### config.mk
export PLATFORM = sky130hd
export DESIGN_NAME = l2_arbiter
export DESIGN_NICKNAME = d
export VERILOG_FILES = /design/src/rtl/l2_arbiter.sv
export SDC_FILE = /design/constraint.sdc
export NUM_CORES = 1
export LEC_CHECK = 0
export BUFFER_PORTS_ARGS = -buffer_cell sky130_fd_sc_hd__buf_2
export CORE_AREA = 2 2 273 275
export CTS_CLUSTER_SIZE = 20
export DETAILED_ROUTE_END_ITERATION = 10
export DIE_AREA = 0 0 275 277
export PLACE_DENSITY = 0.3
export REMOVE_ABC_BUFFERS = 1
export SYNTH_ARGS = -nofsm -noshare
export SYNTH_HDL_FRONTEND = slang
export SYNTH_SLANG_ARGS = --single-unit
### constraint.sdc
create_clock -name clk -period 8.1 [get_ports clk]
set_input_delay 2.43 -clock clk [delete_from_list [all_inputs] [get_ports clk]]
set_output_delay 2.43 -clock clk [all_outputs]
set_load 0.03 [all_outputs]
### src/rtl/l2_arbiter.sv
// l2_arbiter: shares one L2 port between the L1 I-cache (read-only) and the
// L1 D-cache (read/write). Grants one requester at a time, alternating on
// ties, latches the winning request and forwards it to L2 until l2_resp.
// The response pulse goes back to the winner only.
//
// Ports:
//   clk, rst                     clock, async active-high reset
//   i_read, i_address            I-cache request (held until i_resp)
//   i_rdata, i_resp              I-cache read line / completion pulse
//   d_read, d_write, d_address,  D-cache request (held until d_resp)
//   d_wdata
//   d_rdata, d_resp              D-cache read line / completion pulse
//   l2_read, l2_write,           latched request towards L2
//   l2_address, l2_wdata
//   l2_rdata, l2_resp            L2 read data / completion pulse
module l2_arbiter #(
  parameter int ADDR_WIDTH = 16,
  parameter int LINE_WIDTH = 128
) (
  input  logic                  clk,
  input  logic                  rst,
  input  logic                  i_read,
  input  logic [ADDR_WIDTH-1:0] i_address,
  output logic [LINE_WIDTH-1:0] i_rdata,
  output logic                  i_resp,
  input  logic                  d_read,
  input  logic                  d_write,
  input  logic [ADDR_WIDTH-1:0] d_address,
  input  logic [LINE_WIDTH-1:0] d_wdata,
  output logic [LINE_WIDTH-1:0] d_rdata,
  output logic                  d_resp,
  output logic                  l2_read,
  output logic                  l2_write,
  output logic [ADDR_WIDTH-1:0] l2_address,
  output logic [LINE_WIDTH-1:0] l2_wdata,
  input  logic [LINE_WIDTH-1:0] l2_rdata,
  input  logic                  l2_resp
);

  typedef enum logic [1:0] {IDLE, SERVE_I, SERVE_D} state_t;

  state_t                state, state_nxt;
  logic                  op_read, op_write;
  logic                  last_d;   // 1: last grant went to the D-cache
  logic                  abort;
  logic [ADDR_WIDTH-1:0] addr_q;
  logic [LINE_WIDTH-1:0] wdata_q;

  logic d_req, grant_i, grant_d, drop, busy;

  assign d_req = d_read | d_write;

  // Tie goes to whoever did not win last time.
  assign grant_i = (state == IDLE) && i_read && (!d_req || last_d);
  assign grant_d = (state == IDLE) && d_req && (!i_read || !last_d);

  // Winner withdrew its request while L2 is still working on it.
  assign drop = ((state == SERVE_I) && !i_read) ||
                ((state == SERVE_D) && !d_req);

  always_ff @(posedge clk or posedge rst) begin
    if (rst) begin
      state    <= IDLE;
      op_read  <= 1'b0;
      op_write <= 1'b0;
      last_d   <= 1'b1;
      abort    <= 1'b0;
      addr_q   <= '0;
      wdata_q  <= '0;
    end else begin
      state <= state_nxt;
      if (grant_i) begin
        addr_q   <= i_address;
        wdata_q  <= '0;
        op_read  <= 1'b1;
        op_write <= 1'b0;
        last_d   <= 1'b0;
        abort    <= 1'b0;
      end else if (grant_d) begin
        addr_q   <= d_address;
        wdata_q  <= d_wdata;
        // read+write together is illegal; the write wins
        op_read  <= ~d_write;
        op_write <= d_write;
        last_d   <= 1'b1;
        abort    <= 1'b0;
      end else if (drop && !l2_resp) begin
        abort <= 1'b1;
      end
    end
  end

  always_comb begin
    state_nxt  = state;
    busy       = 1'b0;
    i_resp     = 1'b0;
    d_resp     = 1'b0;
    unique case (state)
      IDLE: begin
        // l2_resp here is spurious and ignored
        if (grant_i)      state_nxt = SERVE_I;
        else if (grant_d) state_nxt = SERVE_D;
      end
      SERVE_I: begin
        busy   = 1'b1;
        i_resp = l2_resp & ~abort;
        if (l2_resp) state_nxt = IDLE;
      end
      SERVE_D: begin
        busy   = 1'b1;
        d_resp = l2_resp & ~abort;
        if (l2_resp) state_nxt = IDLE;
      end
      default: state_nxt = IDLE;
    endcase
  end

  // Request stays up through an abort so L2 is never cut off mid-transaction.
  assign l2_read    = busy & op_read;
  assign l2_write   = busy & op_write;
  assign l2_address = addr_q;
  assign l2_wdata   = wdata_q;

  assign i_rdata = l2_rdata;
  assign d_rdata = l2_rdata;

endmodule
==> flow_metrics.tcl, run 1 <==
set metrics [dict create \
    status "finished clean" \
    hold_buffers 0 \
    cts_resized 0 \
    initial_core_util_pct 10.2 \
    hold_viol 0 \
    grt_max_degree 121 \
    final_cell_count_no_fill 1689 \
    synth_area_per_cell_um2 11.4 \
    vias 5671 \
    cts.clk_slew.worst_paths_ps 70 \
    r2r_end "l2_wdata[58]$_DFFE_PP0P_" \
    routed_via_density 3.36 \
    cp-end-kind "output port" \
    fin_crit_ps 5340 \
    hold_end "l2_address[0]$_DFFE_PP0P_" \
    finalNetCount 1000 \
    irDropWorstVdd_mv 0.226 \
    power_frac_seq_pct 31.3 \
    area_delta_synth_final_pct 18.3 \
    clock_latency_ps 470 \
    critPathMaxFanout 4 \
    firstDrtPassIters 4 \
    fillers 8462 \
    ys_seq_area_share_pct 50.1 \
    critPathArrivalTime_ps 2910 \
    post_cts_buffers 0 \
    rrSetupSlack_ps 5480 \
    grt-ovfl-total 0 \
    slowest_delay_ps 200 \
    swShare_pct 47.4 \
    wl_per_cell_um 44.4 \
    clock.fmax_mhz 187 \
    powerDensity_nw_per_um2 463 \
    intPower_mw 2.16 \
    critPathBufInv 2 \
    pre_cts_slack_ps 2760 \
    synth.area.top_cells "dfrtp_1 (50%), buf_4 (26%), a22o_1 (15%)" \
    slowest_stage "buf_2" \
    grt_use_total_pct 19.2 \
    place_inst 1652 \
    cts_tree "yes" \
    fin_util_pct 12.0 \
    finalSetupViolCount 0 \
    cts.path.max_buffers 2 \
    cts_buffers 17 \
    drtIter0Drc 439 \
    drv_cap 0 \
    drive_above_1_share_pct 49.5 \
    synth_seq_cells 150 \
    chipWidth_um 275 \
    ys_types 25 \
    io_pins 698 \
    fin_crit_sh_pct 66.0 \
    final_antenna_net_count 0 \
    grt_pass1_wl_mm 88.5 \
    cts.sinks 150 \
    yosysTopAreaCell "dfrtp_1" \
    rows 100 \
    grt_pass1_vias 5718 \
    crit_family "buffers and inverters" \
    power_leakage_nw 4.35 \
    setup_tns_ps 0 \
    path_class "input pin to output port" \
    rr_worst_depth 6 \
    worst_pin_slew_ps 1110 \
    chipHeight_um 277 \
    fin_ws_ps 2760 \
    power_frac_clock_pct 21.9 \
    r2r-start "state[1]$_DFFE_PP0P_" \
    cp_common_cell "buf_2" \
    hold_start "l2_address[0]$_DFFE_PP0P_" \
    fin_skew_ps 11.7 \
    ys_warn_count 0 \
    cp_cell_sequence "buf_2 > and3b_1 > buf_2" \
    die-area_um2 76200 \
    root_buffer "clkbuf_16" \
    netSwitchingPower_mw 1.95 \
    drc_errors 0 \
    yosys.area.top_type_share_pct 49.8 \
    gp_congestion 0.923 \
    rsz0062_at_grt "false" \
    crit_required_ps 5670 \
    netlist_area_um2 7490 \
    dpl.hpwl_mm 64.3 \
    combPwrFrac_pct 46.8 \
    core_area_um2 73600 \
    antenna_found_initial 5 \
    finalPower_mw 4.11 \
    maxSlewViolCount 0 \
    drt_wl_total_mm 74.9 \
    min_path_type "flip-flop to flip-flop" \
    crit_path_start_kind "input pin" \
    relSlewSlack_pct 25.9 \
    htree_levels 4 \
    min_path_cells 2 \
    port-buffer-count 313 \
    synth_cells 655 \
]
-- flip-flops by register name, summed over array words and instances (netlist names) --
register / count
last_d: 1
l2_wdata: 128
op_write: 1
abort: 1
op_read: 1
state: 2
l2_address: 16
-- metal layers --
layer	wire length [µm]	global-route usage, %	vias up
li1	-	-	2116
met1	19600	14.2	2681
met2	31900	28.9	790
met3	19800	24.1	62
met4	2340	5.32	22
met5	1280	12.5	-
-- kinds of logic (layout without fill, tap and decap cells) --
group,count (synthesis),after routing,synth area share (%)
flip-flops,150,150,50.1
AO/OA/AOI/OAI,155,155,17.6
AND/OR/NAND/NOR,51,51,2.96
buffers and inverters,295,355,28.7
adder cells (fa/ha/maj),4,4,0.668
other,0,5,0
-- through the flow --
stage	cell area (µm²)	hold slack, ps
6_report	8860	472
5_1_grt	8850	501
4_1_cts	8850	477
3_5_place_dp	8220	457
3_3_place_gp	8220	458
2_1_floorplan	5360	451
-- tightest hold or removal path: stages (launching register included) --
cell,delay [ps]
dfrtp_1,340
nand2_1,50
nand2_1,50
-- power by group through the flow --
stage / Clock, mW / Combinational [mW] / Sequential [mW]
2_1_floorplan: 0 / 0.675 / 1.86
3_3_place_gp: 0 / 1.96 / 1.30
3_5_place_dp: 0 / 1.96 / 1.29
4_1_cts: 0.950 / 1.96 / 1.28
5_1_grt: 0.973 / 2.06 / 1.33
6_report: 0.900 / 1.92 / 1.28
-- worst max path at each step --
stage	start	endpoint	slack (ps)	depth (start not counted)
global route	l2_resp	i_resp	2730	3
floorplan	i_read	l2_wdata[0]$_DFFE_PP0P_	-560	2
detailed placement	l2_resp	d_resp	2760	3
global placement	l2_resp	d_resp	2760	3
finish	l2_resp	d_resp	2760	3
CTS	l2_resp	d_resp	2760	3
-- Yosys cell counts --
library cell	number
a2111oi_0	1
nand2b_1	1
o21a_1	2
nor4_1	1
dfrtp_1	149
nor2_1	5
dfstp_2	1
clkbuf_1	2
buf_6	5
a22o_1	128
buf_4	259
a21oi_1	3
ha_1	4
and3b_1	2
and3_1	1
buf_2	24
o21bai_1	1
a32oi_1	1
nand2_1	36
inv_1	5
a22oi_1	16
and2_1	3
a211o_1	2
o21ai_0	1
nor2b_1	2
-- placed cells by master, fill, tap and decap left out, types with 2 or more instances in the layout --
master,count
a211o_1,2
a21oi_1,3
a22o_1,128
a22oi_1,16
and2_1,2
and3b_1,2
buf_2,313
buf_4,4
bufinv_16,3
clkbuf_16,17
clkinv_4,2
dfrtp_1,149
diode_2,5
ha_1,4
inv_1,4
inv_6,8
inv_8,3
nand2_1,36
nor2_1,5
nor2b_1,2
o21a_1,2
-- cell type report --
class / count / area [µm²] / area share, %
Antenna cell: 5 / 12.5 / 0.141
Sequential cell: 150 / 3750 / 42.4
Clock buffer: 17 / 425 / 4.80
Timing Repair Buffer: 318 / 1620 / 18.2
Inverter: 5 / 23.8 / 0.268
Clock inverter: 15 / 203 / 2.29
Tap cell: 969 / 1210 / 13.7
Multi-Input combinational cell: 210 / 1610 / 18.2
Power figures use the tool's default switching activity.
==> run 2, diff against run 1 <==
- CORE_AREA: 2 2 273 275 -> 2 2 272 274
- DIE_AREA: 0 0 275 277 -> 0 0 274 276
- clock period: 8.1 -> 4.85 ns (I/O delays scaled with it)
==> flow_metrics.tcl, run 2 (synthesized netlist as in run 1, its figures left out) <==
set metrics [dict create \
    cts_tree "yes" \
    stdcell_area_um2 8880 \
    hold_buffers 0 \
    hold_viol 0 \
    drive_above_1_share_pct 49.5 \
    rsz0062_at_grt "false" \
    fin_util_pct 12.2 \
    cts.path.max_buffers 2 \
    wl_per_cell_um 44.6 \
    htree_levels 4 \
    dpl.hpwl_mm 64.7 \
    crit_path_start_kind "input pin" \
    rows 99 \
    grt_pass1_vias 5664 \
    cts_buffers 17 \
    firstDrtPassIters 6 \
    irDropWorstVdd_mv 0.308 \
    grt_max_degree 74 \
    vias 5653 \
    area_delta_synth_final_pct 18.5 \
    fillers 8336 \
    largest_reg_flops 128 \
    final_antenna_net_count 0 \
    power_leakage_nw 4.37 \
    clock_latency_ps 490 \
    grt_pass1_wl_mm 89.0 \
    finalSetupViolCount 0 \
    rrSetupSlack_ps 2470 \
    cp-end-kind "output port" \
    finalNetCount 1005 \
    fin_skew_ps 14.7 \
    chipHeight_um 276 \
    post_cts_buffers 0 \
    critPathMaxFanout 4 \
    drv_cap 0 \
    grt-ovfl-total 0 \
    mostFrequentLayoutCell "buf_2" \
    relSlewSlack_pct 47.1 \
    maxSlewViolCount 0 \
    status "finished clean" \
    worst_pin_slew_ps 794 \
    crit_required_ps 3390 \
    routed_via_density 3.37 \
    port-buffer-count 313 \
    drt_wl_total_mm 74.9 \
    powerDensity_nw_per_um2 771 \
    gp_congestion 0.912 \
    clock.fmax_mhz 295 \
    initial_core_util_pct 10.3 \
    cts.sinks 150 \
    die-area_um2 75600 \
    cts.clk_slew.worst_paths_ps 70 \
    min_path_type "flip-flop to flip-flop" \
    grt_use_total_pct 19.4 \
    drc_errors 0 \
    antenna_found_initial 5 \
    drtIter0Drc 439 \
    path_class "input pin to output port" \
    critPathArrivalTime_ps 1930 \
    placed_cell_area_um2 8280 \
    chipWidth_um 274 \
    fin_crit_ps 3390 \
    fin_crit_sh_pct 69.8 \
    io_pins 698 \
    root_buffer "clkbuf_16" \
    final_cell_mix "buf_2 (313), dfrtp_1 (149), a22o_1 (128), nand2_1 (36), clkbuf_16 (17)" \
    core_area_um2 72600 \
    cts_resized 0 \
]
## run 2: changes by cell type in the layout (fill, tap and decap cells not counted)
cell and delta:
clkbuf_8 +1, inv_8 -3, diode_2 -4, clkinv_2 +2, clkinvlp_4 +2, buf_4 +2, inv_6 -5, clkbuf_1 +2
buf_12 +3
## run 2: worst paths after layout
| path | endpoint | start | depth (start not counted) |
|---|---|---|---|
| setup / recovery | d_resp | l2_resp | 3 |
| hold / removal | l2_address[2]$_DFFE_PP0P_ | l2_address[2]$_DFFE_PP0P_ | 2 |
| setup reg to reg | l2_wdata[119]$_DFFE_PP0P_ | state[1]$_DFFE_PP0P_ | 6 |
| hold reg to reg | l2_address[2]$_DFFE_PP0P_ | l2_address[2]$_DFFE_PP0P_ | 2 |
| max in group asynchronous | l2_wdata[118]$_DFFE_PP0P_ | rst | 3 |
| min in group asynchronous | l2_wdata[54]$_DFFE_PP0P_ | rst | 2 |
## run 2: report_power, final
group / internal [mW] / total, mW / switching, mW
clock network: 0.822 / 1.44 / 0.618
registers: 1.80 / 2.11 / 0.314
logic: 1.02 / 3.30 / 2.27
total: 3.64 / 6.85 / 3.20
## run 2: worst max-delay path: stages
cell and delay, ps:
buf_2 110, and3b_1 170, buf_2 190
## run 2: per-layer routing
layer | track usage (%) | vias to the layer above | part of all wire (%)
met4 | 4.29 | 18 | 1.8
met2 | 29.6 | 783 | 44
met1 | 14.1 | 2684 | 28
met5 | 8.92 | - | 1.2
met3 | 25.3 | 54 | 26
li1 | - | 2114 | -
## run 2: area by class of cell
class	instances	area [µm²]	area share [%]
sequential	150	3750	42.3
clock buffer	20	447	5.03
clock inverter	11	150	1.69
antenna	1	2.50	0.0282
multi-input combinational	210	1610	18.1
inverter	5	23.8	0.268
timing repair buffer	323	1690	19.0
tap	959	1200	13.5
## run 2: per-stage QoR
step | hold WS, ps | setup TNS, ps | cells | power [mW] | setup WS (ps)
final | 473 | 0 | 1679 | 6.85 | 1460
after global routing | 508 | 0 | 1678 | 7.27 | 1450
after detailed placement | 459 | 0 | 1647 | 5.49 | 1470
after global placement | 455 | 0 | 1647 | 5.49 | 1470
after floorplan | 451 | -502850 | 365 | 4.18 | -2830
after CTS | 477 | 0 | 1678 | 7.00 | 1460
